===== config.mk =====
export PLATFORM = sky130hd
export DESIGN_NAME = dmem_arbiter
export DESIGN_NICKNAME = d
export VERILOG_FILES = /design/src/rtl/dmem_arbiter.sv
export SDC_FILE = /design/constraint.sdc
export NUM_CORES = 1
export LEC_CHECK = 0
export CAP_MARGIN = 20
export CORE_MARGIN = 1.5
export CORE_UTILIZATION = 35
export DETAILED_ROUTE_END_ITERATION = 16
export HOLD_SLACK_MARGIN = 0.03
export PLACE_DENSITY = 0.8
export SLEW_MARGIN = 20
export SYNTH_ARGS = -nofsm -noshare
export SYNTH_HDL_FRONTEND = slang
export SYNTH_SLANG_ARGS = --single-unit

===== constraint.sdc =====
create_clock -name clk -period 1.85 [get_ports clk]
set_clock_uncertainty 0.05 [all_clocks]
set_input_delay 0.37 -clock clk [delete_from_list [all_inputs] [get_ports clk]]
set_output_delay 0.37 -clock clk [all_outputs]
set_load 0.01 [all_outputs]

===== src/rtl/dmem_arbiter.sv =====
// -----------------------------------------------------------------------------
// dmem_arbiter
//
// Shares the single-port data BRAM between the CPU mem/wb stage and the neural
// network accelerator's memory requester. At most one access is issued per
// cycle. The CPU has priority, but the accelerator is never starved for more
// than STARVE_LIMIT consecutive cycles. The accelerator can lock the port for
// a burst of up to MAX_BURST beats. Read data is routed back to whichever
// requester issued the read, one cycle after the grant.
//
// Ports
//   clk, rst                  clock, synchronous active-high reset
//   cpu_ren/cpu_wren          CPU load/store request (both high = store)
//   cpu_addr/cpu_wdata        CPU address / store data
//   cpu_gnt, cpu_stall        CPU access issued / CPU request held off
//   cpu_rdata, cpu_rvalid     CPU load data and its valid
//   acc_req/acc_we/acc_lock   accelerator request, write select, burst continue
//   acc_addr/acc_wdata        accelerator address / write data
//   acc_gnt                   accelerator beat issued
//   acc_rdata, acc_rvalid     accelerator read data and its valid
//   mem_en/mem_we             BRAM enable / write enable
//   mem_addr/mem_wdata        BRAM address / write data
//   mem_rdata                 BRAM read data, one cycle after the read
// -----------------------------------------------------------------------------
module dmem_arbiter #(
    parameter int ADDR_W       = 16,
    parameter int DATA_W       = 16,
    parameter int STARVE_LIMIT = 4,
    parameter int MAX_BURST    = 16
) (
    input  logic              clk,
    input  logic              rst,
    input  logic              cpu_ren,
    input  logic              cpu_wren,
    input  logic [ADDR_W-1:0] cpu_addr,
    input  logic [DATA_W-1:0] cpu_wdata,
    output logic              cpu_gnt,
    output logic              cpu_stall,
    output logic [DATA_W-1:0] cpu_rdata,
    output logic              cpu_rvalid,
    input  logic              acc_req,
    input  logic              acc_we,
    input  logic              acc_lock,
    input  logic [ADDR_W-1:0] acc_addr,
    input  logic [DATA_W-1:0] acc_wdata,
    output logic              acc_gnt,
    output logic [DATA_W-1:0] acc_rdata,
    output logic              acc_rvalid,
    output logic              mem_en,
    output logic              mem_we,
    output logic [ADDR_W-1:0] mem_addr,
    output logic [DATA_W-1:0] mem_wdata,
    input  logic [DATA_W-1:0] mem_rdata
);

    localparam int SC_W = $clog2(STARVE_LIMIT + 1);
    localparam int BC_W = $clog2(MAX_BURST + 1);

    typedef enum logic [0:0] {
        ST_IDLE  = 1'b0,
        ST_BURST = 1'b1
    } state_t;

    state_t            state_reg;
    logic [SC_W-1:0]   starve_cnt_reg;
    logic [BC_W-1:0]   beat_cnt_reg;
    logic [1:0]        rd_owner_reg;     // {cpu read, acc read} issued last cycle
    logic [DATA_W-1:0] cpu_rdata_reg;
    logic [DATA_W-1:0] acc_rdata_reg;

    logic cpu_req;
    logic starved;
    logic beat_last;

    assign cpu_req   = cpu_ren | cpu_wren;
    assign starved   = (starve_cnt_reg >= SC_W'(STARVE_LIMIT));
    // A granted beat while the counter sits here brings the burst to MAX_BURST.
    assign beat_last = (beat_cnt_reg == BC_W'(MAX_BURST - 1));

    // Grant decision: combinational so an uncontested CPU access costs nothing.
    always_comb begin
        cpu_gnt = 1'b0;
        acc_gnt = 1'b0;
        if (state_reg == ST_BURST) begin
            // Locked: CPU is shut out even during accelerator bubbles.
            acc_gnt = acc_req;
        end else begin
            acc_gnt = acc_req & (~cpu_req | starved);
            cpu_gnt = cpu_req & ~acc_gnt;
        end
    end

    assign cpu_stall = cpu_req & ~cpu_gnt;

    // BRAM port mux; everything is zero when nobody is granted.
    always_comb begin
        mem_en    = cpu_gnt | acc_gnt;
        mem_we    = 1'b0;
        mem_addr  = '0;
        mem_wdata = '0;
        if (cpu_gnt) begin
            mem_we    = cpu_wren;
            mem_addr  = cpu_addr;
            mem_wdata = cpu_wdata;
        end else if (acc_gnt) begin
            mem_we    = acc_we;
            mem_addr  = acc_addr;
            mem_wdata = acc_wdata;
        end
    end

    always_ff @(posedge clk) begin
        if (rst) begin
            state_reg      <= ST_IDLE;
            starve_cnt_reg <= '0;
            beat_cnt_reg   <= '0;
            rd_owner_reg   <= '0;
            cpu_rdata_reg  <= '0;
            acc_rdata_reg  <= '0;
        end else begin
            case (state_reg)
                ST_IDLE: begin
                    if (acc_gnt && acc_lock) begin
                        state_reg    <= ST_BURST;
                        beat_cnt_reg <= BC_W'(1);
                    end
                end
                ST_BURST: begin
                    if (acc_gnt) begin
                        if (!acc_lock || beat_last) begin
                            state_reg    <= ST_IDLE;
                            beat_cnt_reg <= '0;
                        end else begin
                            beat_cnt_reg <= beat_cnt_reg + BC_W'(1);
                        end
                    end
                end
                default: begin
                    state_reg    <= ST_IDLE;
                    beat_cnt_reg <= '0;
                end
            endcase

            // Every accelerator grant clears the counter, which is what makes
            // the CPU win the first cycle after a forced burst release.
            if (acc_req && !acc_gnt) begin
                if (!starved) begin
                    starve_cnt_reg <= starve_cnt_reg + SC_W'(1);
                end
            end else begin
                starve_cnt_reg <= '0;
            end

            rd_owner_reg <= {cpu_gnt & ~cpu_wren, acc_gnt & ~acc_we};

            // Hold copies so rdata keeps its last value when rvalid is low.
            if (rd_owner_reg[1]) begin
                cpu_rdata_reg <= mem_rdata;
            end
            if (rd_owner_reg[0]) begin
                acc_rdata_reg <= mem_rdata;
            end
        end
    end

    assign cpu_rvalid = rd_owner_reg[1];
    assign acc_rvalid = rd_owner_reg[0];
    assign cpu_rdata  = cpu_rvalid ? mem_rdata : cpu_rdata_reg;
    assign acc_rdata  = acc_rvalid ? mem_rdata : acc_rdata_reg;

endmodule


Yosys cells after proc, flatten, opt, wreduce, memory -nomap -nowiden
Index checks and enable logic that the tools add are counted.

Bits of input ports: 87. Logic and storage cells: 52. Register bits: 43. Output and inout port bits: 71.

Equal/unequal tests: 3. Magnitude comparators: 1. Reductions and logical operators: 7. Bitwise logic cells: 15. Add/subtract/negate cells: 2. Mux-type cells: 18.

Operators with widths (count): two-way mux 16 bit (6); two-way mux 5 bit (3); case mux 5 bit (2 select lines) (1); two-way mux 1 bit (7); NOT 1 bit (7); adder 5 x 1 -> 5 bit (second input constant) (1); bitwise AND 1 bit (5); == test 5 x 4 -> 1 bit (second input constant) (1); inequality test 2 bit (second input constant) (2); adder 3 x 1 -> 3 bit (second input constant) (1); >= comparator 3 bit (second input constant) (1); bitwise OR 1 bit (3); logical AND 1 bit (2); logical NOT 1 bit (2); case mux 1 bit (2 select lines) (1); AND reduction 2 bit (1); OR reduction 2 bit (1); logical OR 1 bit (1).

Depth between registers and ports, before layout
Depth in word-level cells: 9. Depth in mapped cells: 7. Mapped depth without buffers: 7.

Worst setup path after synthesis
Ideal clock, no wire load.

Path kind: reg-to-reg. From: register beat_cnt_reg[0]. To: register beat_cnt_reg[0]. Buffers on the path: 0. Required time: 1.709 ns. Arrival time: 1.552 ns. Slack: 0.158 ns. Library setup time: 0.091 ns. Clock period less this slack: 1.692 ns. Stages on the path, launching flop included: 6. Cells stage by stage: dfxtp_1 ha_1 and3_1 ha_1 or3b_2 a311oi_1.

Longest elaborated chain between the ends: 5. Elaborated cells between the ends (all ways): 6. Classes of those cells: add/sub (1); eq/ne (1); mux (3); reduce/logical (1).

Ends and longest elaborated chain: start, declared (line 66) `logic [BC_W-1:0] beat_cnt_reg;`; start signal, assigned (line 134) `beat_cnt_reg <= beat_cnt_reg + BC_W'(1);`; parallel branches: the longest is 2 deep, another holds adder 5 x 1 -> 5 bit; two-way mux 5 bit * (line 130) `if (!acc_lock || beat_last) begin`; two-way mux 5 bit * (line 129) `if (acc_gnt) begin`; case mux 5 bit (2 select lines) * (line 121) `case (state_reg)`.

Mark *: on every way between the ends. The select of a mux whose other input is x is not followed. A chain may end at the register's enable or synchronous reset.

Worst setup path in the final report
From: input acc_req. To: output mem_wdata[13].

Longest elaborated chain between the ends: 5. Elaborated cells between the ends (all ways): 7. Classes of those cells: mux (4); bitwise (3).

Ends and longest elaborated chain: start, declared (line 41) `input logic acc_req,`; bitwise AND 1 bit (line 88) `acc_gnt = acc_req & (~cpu_req | starved);`; NOT 1 bit (line 89) `cpu_gnt = cpu_req & ~acc_gnt;`; bitwise AND 1 bit (line 89); two-way mux 1 bit (line 84) `if (state_reg == ST_BURST) begin`; two-way mux 16 bit * (line 101) `if (cpu_gnt) begin`; end, declared (line 52) `output logic [DATA_W-1:0] mem_wdata,`.

Every way passes the cells marked *; elsewhere a longest branch is shown, timed or not.

==> impl_results.md <==
* Max incr delay on CP at 0.24 ns
* Vias after detailed routing at 2745
* Pin count of the biggest net entering global routing at 42
* Setup repair after global routing missed its margin: yes
* Cells after Synth at 274
* Critical path's slowest cell: sky130_fd_sc_hd__clkdlybuf4s15_1
* Crit. End Element: output pin
* Row count at 29
* Number of cells traversed by the worst hold path at 3
* Count of cells along the worst register-to-register path at 6
* Number of buffers added by the clock tree synthesis step at 5
* Die Y at 84.0 µm
* Path type of the worst setup path: input port to output pin
* Design Area, Final at 4570 µm²
* Number of violations reported at the end of detailed-routing iteration 0 at 68
* Synthesis Warnings at 0
* Fin nets at 555
* Post-route total power at 2.66 mW
* Outcome: complete, but fails checks
* Buf+Inv Stages, Crit Path at 5
* Highest-count cells in the layout ignoring fill and taps: sky130_fd_sc_hd__clkdlybuf4s50_1 (84), sky130_fd_sc_hd__nand2_1 (44), sky130_fd_sc_hd__dfxtp_1 (39)
* Total power density per cell area at 582 nW/µm²
* Required time of the critical path at 1.43 ns
* Wire length of the first global-routing pass at 12700 µm
* Pin slew with the least headroom to its limit at 0.437 ns
* Reg2reg start: beat_cnt_reg[0]
* Share of layout cells above drive strength 1 at 0.432
* Remaining global-route overflow at 0
* CP delay by family, top: buffers and inverters
* Clock tree from TritonCTS: built
* Most instantiated flip-flop cell in the synthesis netlist: sky130_fd_sc_hd__dfxtp_1
* Destination of the worst hold path: rd_owner_reg[1]
* Number of distinct library cell variants in the gate-level netlist after synthesis at 39
* Startpoint class of the critical path: input port
* Initial core utilization at 0.361
* Final critical-path setup slack at -0.140 ns
* Initial antenna violation count at 0
* Net Count, Synth at 365
* Violated checks: setup timing
* Final routed wirelength across all metal layers at 8760 µm
* Hold Crit Class: input port to flop
* Number of diodes at 0
* Number of global-route vias before repair at 2770
* Horizontal die dimension at 84.0 µm
* Routed len/inst at 16.2 µm
* Cells along the critical path: clkdlybuf4s15_1 -> a21oi_4 -> o21ai_4 -> inv_4 -> buf_12 -> buf_16 -> nand2_2 -> nand2_1 -> buf_2
* Netlist area before placement at 2290 µm²
* HPWL after detailed placement at 5540 µm
* Average cell area after synthesis at 8.37 µm²
* Final Wtd Congestion at 0.850
* Critical path fanouts, max at 5
* Area of the core at 6350 µm²
* Number of maximum-capacitance violations at 0
* Global-route usage over all layers at 0.223
* Max-Slew Margin vs Limit at 0.707
* Detailed-route vias per instance at 5.06
* Pre-antenna DRT Iters at 6
* Hold bufs inserted after CTS at 0
* Maximum level of the CTS H-tree at 2
* Sequential fraction of the synthesis area at 0.375
* Setup_tns at -1.94 ns
* HP Start: cpu_wren
* Number of clock sinks at 43
* Placement-stage cell area at 4090 µm²
* Hold Vio Cnt, Final at 0
* Max-slew violation total from the final report at 0
* Placed cells at 511
* Register-to-Register Setup Slack at 0.10 ns
* Input/output buffers at 157
* Die outline area at 7050 µm²
* Signed area change from the synthesized netlist to the final layout at 99.2%
* Number of nets with antenna violations after detailed routing at 0
* Most frequent standard cell in the layout excluding fill and tap cells: sky130_fd_sc_hd__clkdlybuf4s50_1
* Asr flop ratio synth at 0
* Final clock period utilization by the worst path at 1.08
* Minimum clock period after layout at 1.99 ns
* Maximum clock insertion buffer count at 2
* # IOs at 158
* Largest vdd supply drop at 0.499 mV
* Clock latency reported for the late side of the worst-skew pair at 0.30 ns
* Leakage power figure at 2.09 nW
* Reg-to-Reg End: beat_cnt_reg[3]
* Maximum clock frequency at 503 MHz
* Synth Register Bits at 43
* Clock transition at the registers of the reported paths at 0.08 ns
* Count of flip-flops with a built-in enable after synthesis at 0
* Arrival time of the worst setup path at 1.57 ns
* Count of unresolved DRC violations after routing at 0
* Final setup violation count at 29
* Non-Filler Instances at 542
* Clock Root Buffer: sky130_fd_sc_hd__clkbuf_8
-- cell usage after synthesis (all sizes together), types with 2 or more instances --
cell	n	share of area
a21oi	4	0.010
buf	13	0.041
clkbuf	6	0.0098
dfxtp	43	0.38
ha	4	0.022
inv	4	0.0076
mux2	32	0.16
nand2	68	0.11
nand3	34	0.074
nor2	11	0.019
nor2b	33	0.090
o21ai	2	0.0093
-- worst reg2reg max path, cell delays in order (launching register included) --
cell	delay (ns)
sky130_fd_sc_hd__dfxtp_1	0.32
sky130_fd_sc_hd__ha_1	0.22
sky130_fd_sc_hd__and3_1	0.19
sky130_fd_sc_hd__ha_2	0.18
sky130_fd_sc_hd__nand4b_1	0.21
sky130_fd_sc_hd__or3_1	0.37
sky130_fd_sc_hd__a31oi_1	0.13
-- per-layer routing --
layer	up-vias	wire length (µm)	GRT usage
li1	1290	-	-
met1	1288	3200	0.231
met2	148	4600	0.419
met3	19	742	0.0673
met4	0	218	0.0849
met5	-	0	0
-- area by class of cell --
class                      instances  area (µm²)
tap                               77        96.3
sequential                        43         868
inverter                           4        17.5
clock inverter                     2        60.1
timing repair buffer             202        1930
clock buffer                       6        72.6
multi-input combinational        208        1520
fill                             458        1780
-- through the flow --
step	utilization	worst slack [ns]	hold slack [ns]
3_5_place_dp	0.644	-0.666	0.443
5_1_grt	0.720	-0.195	0.371
4_1_cts	0.668	-0.0751	0.463
2_1_floorplan	-	0.158	0.391
3_3_place_gp	0.644	-0.645	0.419
6_report	0.720	-0.140	0.360
-- report_power, final --
part | switching, mW | internal (mW) | total (mW)
registers | 0.00932 | 0.950 | 0.959
logic | 0.353 | 0.485 | 0.838
clock network | 0.324 | 0.540 | 0.863
-- what timing repair did --
item	in CTS	in global routing
pin swaps	16	14
cloned	1	2
gates resized for setup	284	83
endpoints found under the setup margin	69	52
buffers inserted	19	2
-- kinds of logic after synthesis --
kind of cell,count (synthesis),synth area share
mux,33,0.161
compound gates,12,0.0442
buf+inv,23,0.0583
fa+ha+maj,4,0.0218
simple gates,158,0.335
xor+xnor,1,0.00382
flops,43,0.375
-- how the worst max path moves through the flow --
stage | cells after the start | start | endpoint
6_report | 9 | acc_req | mem_wdata[13]
2_1_floorplan | 5 | beat_cnt_reg[0] | beat_cnt_reg[0]
5_1_grt | 8 | starve_cnt_reg[2] | mem_addr[0]
4_1_cts | 7 | starve_cnt_reg[2] | mem_wdata[11]
3_3_place_gp | 6 | cpu_wren | mem_addr[4]
3_5_place_dp | 8 | acc_req | mem_addr[1]
(Power assumes the default switching activity.)
